$ cat src/rtl/dbg_pkg.sv
// Shared types and constants for the debug instruction-substitution sequencer.
package dbg_pkg;

    typedef enum logic [1:0] {IDLE, ISSUE, DRAIN, CAPTURE} dbg_state_t;

    localparam logic [31:0] DBG_NOP = 32'h0000_0000;

endpackage

$ cat src/rtl/dbg_drain_timer.sv
// Loadable down-counter that paces the NOP slots issued after an injected instruction.
module dbg_drain_timer #(
    parameter int W = 3
) (
    input  logic         cpu_clk,
    input  logic         ext_reset_n,
    input  logic         load,
    input  logic         en,
    input  logic [W-1:0] load_val,
    output logic         zero
);

    logic [W-1:0] cnt_q;

    always_ff @(posedge cpu_clk or negedge ext_reset_n) begin
        if (!ext_reset_n) begin
            cnt_q <= '0;
        end else if (load) begin
            cnt_q <= load_val;
        end else if (en && (cnt_q != '0)) begin
            cnt_q <= cnt_q - W'(1);
        end
    end

    assign zero = (cnt_q == '0);

endmodule

$ cat src/rtl/dbg_inject_ctrl.sv
// CPU-side sequencer: injects one debug instruction into fetch, drains the pipe
// with NOPs, then captures the COP0 status word and reports completion.
//
// state   | meaning
// IDLE    | waiting for a RUN pulse in debug mode
// ISSUE   | presenting the latched instruction until fetch accepts it
// DRAIN   | presenting NOPs until the drain timer expires
// CAPTURE | one settling cycle; status is sampled at its closing edge
module dbg_inject_ctrl
    import dbg_pkg::*;
#(
    parameter int          DRAIN_CYCLES = 4,
    parameter logic [31:0] NOP_WORD     = DBG_NOP,
    parameter int          CNT_W        = 16
) (
    input  logic             cpu_clk,
    input  logic             ext_reset_n,
    input  logic             dbg_mode,
    input  logic             dbg_run,
    input  logic [31:0]      dbg_idata,
    input  logic             pipe_stall,
    input  logic [31:0]      status_in,
    output logic             fetch_hold,
    output logic             inj_valid,
    output logic [31:0]      inj_instr,
    output logic             busy,
    output logic             done,
    output logic [31:0]      status_out,
    output logic             overrun,
    output logic [CNT_W-1:0] exec_cnt
);

    localparam int              TMR_W    = $clog2(DRAIN_CYCLES) + 1;
    localparam logic [TMR_W-1:0] TMR_LOAD = TMR_W'(DRAIN_CYCLES - 1);

    dbg_state_t  state_q, state_d;
    logic [31:0] instr_q;
    logic        mode_q;
    logic        tmr_zero;
    logic        accept;

    assign fetch_hold = dbg_mode;
    assign accept     = (state_q == IDLE) && dbg_mode && dbg_run;

    dbg_drain_timer #(.W(TMR_W)) u_drain_timer (
        .cpu_clk     (cpu_clk),
        .ext_reset_n (ext_reset_n),
        .load        ((state_q == ISSUE) && !pipe_stall),
        .en          ((state_q == DRAIN) && !pipe_stall),
        .load_val    (TMR_LOAD),
        .zero        (tmr_zero)
    );

    always_ff @(posedge cpu_clk or negedge ext_reset_n) begin
        if (!ext_reset_n) begin
            state_q <= IDLE;
        end else begin
            state_q <= state_d;
        end
    end

    // Leaving debug mode aborts any sequence in flight, including the capture cycle.
    always_comb begin
        state_d = state_q;
        if ((state_q != IDLE) && !dbg_mode) begin
            state_d = IDLE;
        end else begin
            case (state_q)
                IDLE:    if (accept) state_d = ISSUE;
                ISSUE:   if (!pipe_stall) state_d = DRAIN;
                DRAIN:   if (!pipe_stall && tmr_zero) state_d = CAPTURE;
                CAPTURE: state_d = IDLE;
                default: state_d = IDLE;
            endcase
        end
    end

    always_comb begin
        inj_valid = 1'b0;
        inj_instr = '0;
        busy      = (state_q != IDLE);
        case (state_q)
            ISSUE: begin
                inj_valid = 1'b1;
                inj_instr = instr_q;
            end
            DRAIN: begin
                inj_valid = 1'b1;
                inj_instr = NOP_WORD;
            end
            default: ;
        endcase
    end

    always_ff @(posedge cpu_clk or negedge ext_reset_n) begin
        if (!ext_reset_n) begin
            instr_q    <= '0;
            mode_q     <= 1'b0;
            done       <= 1'b0;
            status_out <= '0;
            overrun    <= 1'b0;
            exec_cnt   <= '0;
        end else begin
            mode_q <= dbg_mode;
            done   <= 1'b0;
            if (accept) begin
                instr_q <= dbg_idata;
            end
            if ((state_q == CAPTURE) && dbg_mode) begin
                done       <= 1'b1;
                status_out <= status_in;
                exec_cnt   <= exec_cnt + CNT_W'(1);
            end
            if (mode_q && !dbg_mode) begin
                overrun <= 1'b0;
            end else if (dbg_run && busy) begin
                overrun <= 1'b1;
            end
        end
    end

endmodule

$ cat config.mk
export PLATFORM = sky130hd
export DESIGN_NAME = dbg_inject_ctrl
export DESIGN_NICKNAME = d
export VERILOG_FILES = /design/src/rtl/dbg_pkg.sv /design/src/rtl/dbg_drain_timer.sv /design/src/rtl/dbg_inject_ctrl.sv
export SDC_FILE = /design/constraint.sdc
export NUM_CORES = 1
export LEC_CHECK = 0
export CORE_AREA = 5 5 119 121
export DETAILED_ROUTE_END_ITERATION = 7
export DIE_AREA = 0 0 124 126
export GPL_ROUTABILITY_DRIVEN = 0
export PLACE_DENSITY = 0.57
export SLEW_MARGIN = 20
export SYNTH_ARGS = -nofsm -noshare
export SYNTH_HDL_FRONTEND = slang
export SYNTH_HIERARCHICAL = 1
export SYNTH_SLANG_ARGS = --single-unit
$ cat constraint.sdc
create_clock -name cpu_clk -period 4.8 [get_ports cpu_clk]
set_clock_uncertainty 0.05 [all_clocks]
set_input_delay 1.2 -clock cpu_clk [delete_from_list [all_inputs] [get_ports cpu_clk]]
set_output_delay 1.2 -clock cpu_clk [all_outputs]
set_load 0.01 [all_outputs]
==> results of run 1 <==
==> stage by stage <==
stage          instances  utilization  total power (uW)  setup WS (ns)
3_5_place_dp         601        0.423              2630           1.11
6_report             617        0.447              3300           1.10
3_3_place_gp         601        0.423              2600           1.12
2_1_floorplan        281            -              1870           2.23
4_1_cts              617        0.447              3370          0.989
5_1_grt              617        0.447              3540          0.849
==> layout make-up <==
cell class,count,area share
Clock buffer,10,0.0412
Clock inverter,6,0.0117
Inverter,9,0.00583
Multi-Input combinational cell,173,0.257
Sequential cell,88,0.380
Tap cell,176,0.0380
Timing Repair Buffer,155,0.266
==> state kept, by name (all words and copies together), names as in the netlist <==
signal               count
overrun                  1
u_drain_timer/cnt_q      3
state_q                  2
instr_q                 32
status_out              32
exec_cnt                16
mode_q                   1
done                     1
==> report_power, final <==
group,switching [uW],total [uW],internal (uW)
sequential,146,1200,1050
clock,298,717,419
combinational,530,1380,852
==> logic make-up after synthesis <==
logic type | synth area share
adders and majority gates | 0.0265
other | 0.00199
and+or+nand+nor | 0.120
xor gates and xnor gates | 0.0348
buffers and inverters | 0.0238
DFF | 0.583
muxes | 0.196
AOI/OAI and AO/OA | 0.0139
==> worst max-delay path by stage <==
| stage | cells past startpoint | end |
|---|---|---|
| 6_report | 2 | fetch_hold |
| 5_1_grt | 4 | inj_instr[20] |
| 4_1_cts | 4 | inj_instr[20] |
| 3_5_place_dp | 2 | fetch_hold |
| 3_3_place_gp | 2 | fetch_hold |
| 2_1_floorplan | 1 | fetch_hold |
==> synthesized netlist by cell type <==
cell	instances
or4b_1	3
a211oi_1	1
ha_1	8
o211ai_1	1
or2_4	1
and4_2	1
mux2_2	65
a222oi_1	1
inv_1	9
a21oi_1	2
nand3_1	5
xor2_1	4
nand2_1	10
and2_1	32
buf_2	6
xnor2_1	11
buf_4	2
dfrtp_1	88
nand2b_1	2
nor3_1	2
mux2i_1	1
nand4_2	1
nor4_4	1
nor2_1	7
clkbuf_1	3
nand4_1	4
nor2b_1	4
o311ai_1	2
and2_2	1
conb_1	2
==> routing by layer <==
| metal | global-route usage | share of wire | wire [um] |
|---|---|---|---|
| met1 | 0.144 | 0.41 | 3680 |
| met2 | 0.180 | 0.47 | 4190 |
| met3 | 0.0471 | 0.094 | 839 |
| met4 | 0.0477 | 0.020 | 178 |
| met5 | 0 | 0 | 0 |
==> results, run 1 <==
- The flow ran to the end, and the final reports show no timing, DRC or antenna violations.
- The count of cells resized by post-cts repair is 0.
- The number of sinks driven by the clock tree is ~90.
- The depth of the CTS H-tree is 3.
- For the pin with the worst max-slew slack, the measured transition is about 0.95 ns.
- The worst setup path is captured at a primary output.
- Hold is met by about 0.38 ns.
- Pin placement for this block handled roughly 150 I/O pins.
- The count of standard-cell rows is 42.
- In this run the critical register-to-register path is launched from state_q[1].
- In the final layout, the share of cells above drive strength 1 is 0.202.
- The number of max-slew violations in the final report came to 0.
- Leaving out fill and tap cells, the most frequent cell in the layout is clkdlybuf4s50_1.
- The worst pin sits at a relative slew slack of 0.368.
- The worst setup path is launched from an input pin.
- The DRC violation count after routing is 0.
- Summing all multi-input logic gate instances after layout gives around 1500 um2.
- Along the worst path, the maximum fanout reaches 9.
- In the final layout, flip-flops and latches occupy around 2200 um2.
- The number of warnings reported in the yosys synthesis log is 6.
- The die is ~120 um wide.
- The detailed-placement wirelength estimate is approximately 6.5 mm.
- In the post-synthesis netlist, the biggest area contributors are dfrtp_1 (58%), mux2_2 (19%), and2_1 (5.3%), ha_1 (2.6%), xnor2_1 (2.6%).
- The clock tree from TritonCTS is done.
- The number of failing setup endpoints in the final timing report is 0.
- Post-CTS timing repair inserted 0 buffers for setup.
- The clock latency at the later pin of the worst-skew pair is 0.33 ns.
- The total via count after detailed routing is about 2600.
- The largest net degree at the start of global routing is 64.
- The finished cells cover 5800 um2.
- The count of routing violations after the opening detailed-route iteration is 44.
- The clock transition at the registers of the reported paths is approximately 0.070 ns.
- The share of synthesized area in the top cell type comes to 0.583.
- Max-cap violations in this run came to 0.
- The area of the core is ~13000 um2.
- The number of vias per cell is 4.24.
- Power spread over the standard cell area amounts to around 570 nW/um2.
- The clock passes through at most 2 buffers.
- Setup repair after global routing left no endpoint under its margin.
- Before antenna repair, the detailed router went through 4 iterations.
- During placement, the flow inserted port buffers numbering 153.
- Subtracting the final worst setup slack from the clock period gives ~3.7 ns.
- For flop-to-flop paths, the worst setup slack is around 2.5 ns.
- After synthesis the netlist holds a flip-flop and latch count of between 80 and 90.
- The accumulated negative setup slack is 0 ns.
- The leakage component of the power is between 0.002 and 0.0025 uW.
- The worst setup path startpoint is dbg_mode.
- The maximum clock frequency is about 270 MHz.
- The critical path's slowest cell is clkdlybuf4s50_1.
- The layout-stage area growth over the synthesis result is 53.4%.
- The final period utilization is 0.771.
- For this run, the register share of the synthesized area comes to 0.583.
- The cell with the most instances on the worst path is clkdlybuf4s50_1.
- The first-pass GRT wire length is around 14 mm.
- The root buffer selected by CTS is clkbuf_16.
- In this run the worst hold path is classified as reg -> reg.
- The sum of routed wire length over all layers is slightly below 9 mm.
- The biggest cell delay along the critical path is 0.64 ns.
- For this configuration, the core starts out at a cell density of 0.291.
- The average instance area after synthesis is roughly 13 um2.
- In the global route stage, overall resource usage came out at 0.116.
- The number of buffers and inverters on the critical path is 2.
- The family with the most delay on the worst path is buffers and inverters.
- TritonCTS created 9 clock buffers.
- In the layout the commonest cells are clkdlybuf4s50_1 (152), dfrtp_1 (88), mux2_2 (65), and2_1 (32), xnor2_1 (11).
- The critical path class is in -> out.
- Traced cell by cell, the critical path runs through clkdlybuf4s50_1, clkdlybuf4s50_1.
- The library cell occupying the most area in the post-synthesis netlist is dfrtp_1.
- The antenna cell count is 0.
- The detail route stage leaves a number of antenna-violating nets equal to 0.
- Summed over all layers, the global routing overflow is 0.
- The number of global-route vias before repair came to around 2800.
- Counting cells, the worst reg-to-reg path comes to 5.
- The die covers 15600 um2.
- For hold timing, the worst endpoint is overrun.
- The maximum VDD drop is roughly 200 uV.
- The startpoint identified for the worst hold timing path is mode_q.
- The final count of hold timing violations was 0.
- The number of hold-repair buffers added at the cts stage is 0.
- Summing all placed instances gives a cell area of between 5000 and 6000 um2.
- The critical path data arrival time is 2.45 ns.
- The detailed-route wire length per cell is 14.4 um.
- Yosys mapped the design onto 30 distinct sky130hd cell types.
- The worst flop-to-flop path endpoint is u_drain_timer/cnt_q[1].
- Counting every instance in the synthesized netlist gives 280.
- The die boundary height is roughly 130 um.
- The worst endpoint required time is 3.55 ns.
- Along the worst hold path, the cell count comes to 1.
- Fill cells in the final layout number approximately 1300.
- The netlist area before placement is ~3800 um2.
- The final-stage net count is between 500 and 600.
- The number of antenna violations at the first check in global routing is 0.
(Power assumes the default switching activity.)
==> run 2: changes to the inputs <==
--- a/config.mk
+++ b/config.mk
@@ -9,7 +9,7 @@
 export DETAILED_ROUTE_END_ITERATION = 7
 export DIE_AREA = 0 0 124 126
 export GPL_ROUTABILITY_DRIVEN = 0
-export PLACE_DENSITY = 0.57
+export PLACE_DENSITY = 0.59
 export SLEW_MARGIN = 20
 export SYNTH_ARGS = -nofsm -noshare
 export SYNTH_HDL_FRONTEND = slang
==> constraint.sdc (replaced) <==
create_clock -name cpu_clk -period 3.4 [get_ports cpu_clk]
set_clock_uncertainty 0.05 [all_clocks]
set_input_delay 0.85 -clock cpu_clk [delete_from_list [all_inputs] [get_ports cpu_clk]]
set_output_delay 0.85 -clock cpu_clk [all_outputs]
set_load 0.01 [all_outputs]
==> run 2 against run 1 <==
- utilization shrank 0.21 points
- final area decreased by 0.48%
- clock power rose by 21%
- critical path depth is 2 higher
- worst setup slack got worse by 0.74 ns
- flip-flop and latch count unchanged
- critical path type is now reg -> out
- critical endpoint is now inj_instr[18]
- largest cell class unchanged
==> results, run 2 (synthesis results as in run 1) <==
- The flow ran to the end, and the final reports show no timing, DRC or antenna violations.
- The global-route congestion overflow total is 0.
- The first-pass GRT wire length is about 15 mm.
- In the final layout, the share of cells above drive strength 1 is 0.205.
- During I/O placement, the number of pins put on the boundary was 154.
- Gates resized during post-CTS repair numbered 1.
- The number of vias per cell is between 4 and 5.
- The root buffer selected by CTS is clkbuf_16.
- The tool flagged a number of max-cap violations equal to 0.
- The leakage component of the power is ~0.0024 uW.
- The largest net degree at the start of global routing is 39.
- For the pin with the worst max-slew slack, the measured transition is between 0.8 and 0.9 ns.
- The die boundary height is between 100 and 150 um.
- The sum of routed wire length over all layers is about 9.2 mm.
- The routed design could run at a clock period as short as around 3.0 ns.
- The largest registers in the layout are instr_q x32, status_out x32, exec_cnt x16.
- The total power density per cell area is 787 nW/um2.
- The worst reg-to-reg setup slack is about 1.2 ns.
- The kind of end point of the critical path is a primary output.
- The DRC violation count after routing is 0.
- The count of routing violations after the opening detailed-route iteration is 45.
- Clock-pin slew was measured on the worst setup and hold paths at roughly 0.060 ns.
- The die covers 15600 um2.
- The clock latency at the later pin of the worst-skew pair is between 0.3 and 0.4 ns.
- The family with the most delay on the worst path is buffers and inverters.
- The count of input and output buffers is ~150.
- The final-stage net count is 516.
- Compared with the post-synthesis result, the final layout area differs by 52.7%.
- Once the clock tree was built, the setup fixing pass inserted 0 buffers.
- The worst flop-to-flop path endpoint is instr_q[1].
- The critical path class is reg -> out.
- The critical path data arrival time is 2.14 ns.
- Counting both buffers and inverters, the worst setup path holds a total of 2.
- The number of hold-repair buffers added at the cts stage is 0.
- The critical path ends at inj_instr[18].
- Across the VDD grid, the largest voltage drop is around 400 uV.
- The initial utilization of the core area, before any placement, comes to 0.291.
- The number of antenna violations at the first check in global routing was 0.
- In this run the tightest slew margin relative to its limit is 0.437.
- The wire-length estimate of the detail-placed layout is approximately 6.9 mm.
- The final count of hold timing violations is 0.
- The H-tree was split into 3 levels.
- Across all setup checks in the final design, the least slack found is around 0.36 ns.
- The number of sinks driven by the clock tree is 88.
- The longest clock path from root to sink contains 2 buffers.
- The worst register-to-register path begins at state_q[0].
- The final period utilization is 0.895.
- The total number of cells along the worst setup path is 4.
- The number of nets still failing antenna checks after routing is 0.
- Timing analysis after detailed placement gives a worst setup slack of approximately 0.36 ns.
- The critical path starts at state_q[1].
- The number of failing setup endpoints in the final timing report is 0.
- The signal on the critical path passes through inv_1, ha_2, and2_1, clkdlybuf4s50_1.
- Along the worst hold path, the cell count comes to 1.
- The accumulated negative setup slack is 0 ns.
- The number of global-route vias before repair came to between 2000 and 3000.
- After floorplanning, the core was sized to cover between 10000 and 15000 um2.
- The width of the die is 124 um.
- TritonCTS built the clock tree.
- For this run, the top clock speed supported by timing is around 330 MHz.
- The number of max-slew violations in the final report is 0.
- The count of cells along the worst register-to-register path is 4.
- The sum of internal, switching and leakage power is 4540 uW.
- The biggest cell delay along the critical path is between 0.5 and 0.6 ns.
- In this run the worst hold path is classified as reg -> reg.
- The antenna cell count is 0.
- The detailed-route wire length per cell is 15.0 um.
- The most common library cell in the layout ignoring fill and taps is clkdlybuf4s50_1.
- For the worst setup path, the data required time is roughly 2.5 ns.
- The top cell types in the final layout, fill and taps aside, are clkdlybuf4s50_1 (152), dfrtp_1 (88), mux2_2 (65), and2_1 (32), xnor2_1 (11).
- Setup repair after global routing left no endpoint under its margin.
- Across every metal layer, demand over resource in global routing totals 0.122.
- Counting the buffers created by CTS gives 9.
- Row generation in the floorplan step produced between 40 and 50 rows.
- The slowest stage of the critical path belongs to the cell clkdlybuf4s50_1.
- The total via count after detailed routing is approximately 2700.
- The type of element launching the critical path is a register.
- The highest net fanout along the worst path is 34.
- The total iterations of the first detailed-routing run is 4.
[run 2: per-stage QoR]
stage | area (um2) | cells | hold WS, ns | util
finish | 5770 | 616 | 0.367 | 0.444
global placement | 5520 | 604 | 0.359 | 0.425
detailed placement | 5520 | 604 | 0.360 | 0.425
global route | 5770 | 616 | 0.399 | 0.444
CTS | 5770 | 616 | 0.371 | 0.444
floorplan | 3780 | 281 | 0.349 | -
[run 2: where the power goes]
| part | switching [uW] | internal (uW) | leakage [uW] |
|---|---|---|---|
| Clock | 374 | 495 | 0.000126 |
| Combinational | 749 | 1210 | 0.00122 |
| Sequential | 220 | 1490 | 0.00108 |
| Total | 1340 | 3200 | 0.00243 |
[run 2: layout make-up]
class / count / area, um2
Multi-Input combinational cell: 173 / 1500
Clock buffer: 10 / 239
Fill cell: 1229 / 7210
Timing Repair Buffer: 158 / 1570
Inverter: 9 / 33.8
Tap cell: 176 / 220
Clock inverter: 2 / 10.0
Sequential cell: 88 / 2200
[run 2: worst min path at each step]
stage                      start      end  slack [ns]
after global routing      mode_q  overrun        0.40
after CTS                 mode_q  overrun        0.37
after detailed placement  mode_q  overrun        0.36
after floorplan           mode_q  overrun        0.35
final                     mode_q  overrun        0.37
after global placement    mode_q  overrun        0.36
[run 2: layer usage]
metal | GRT usage | vias to the layer above | share of wire
li1 | - | 1271 | -
met1 | 0.137 | 1298 | 0.40
met2 | 0.199 | 91 | 0.49
met3 | 0.0484 | 14 | 0.092
met4 | 0.0580 | 0 | 0.022
met5 | 0 | - | 0
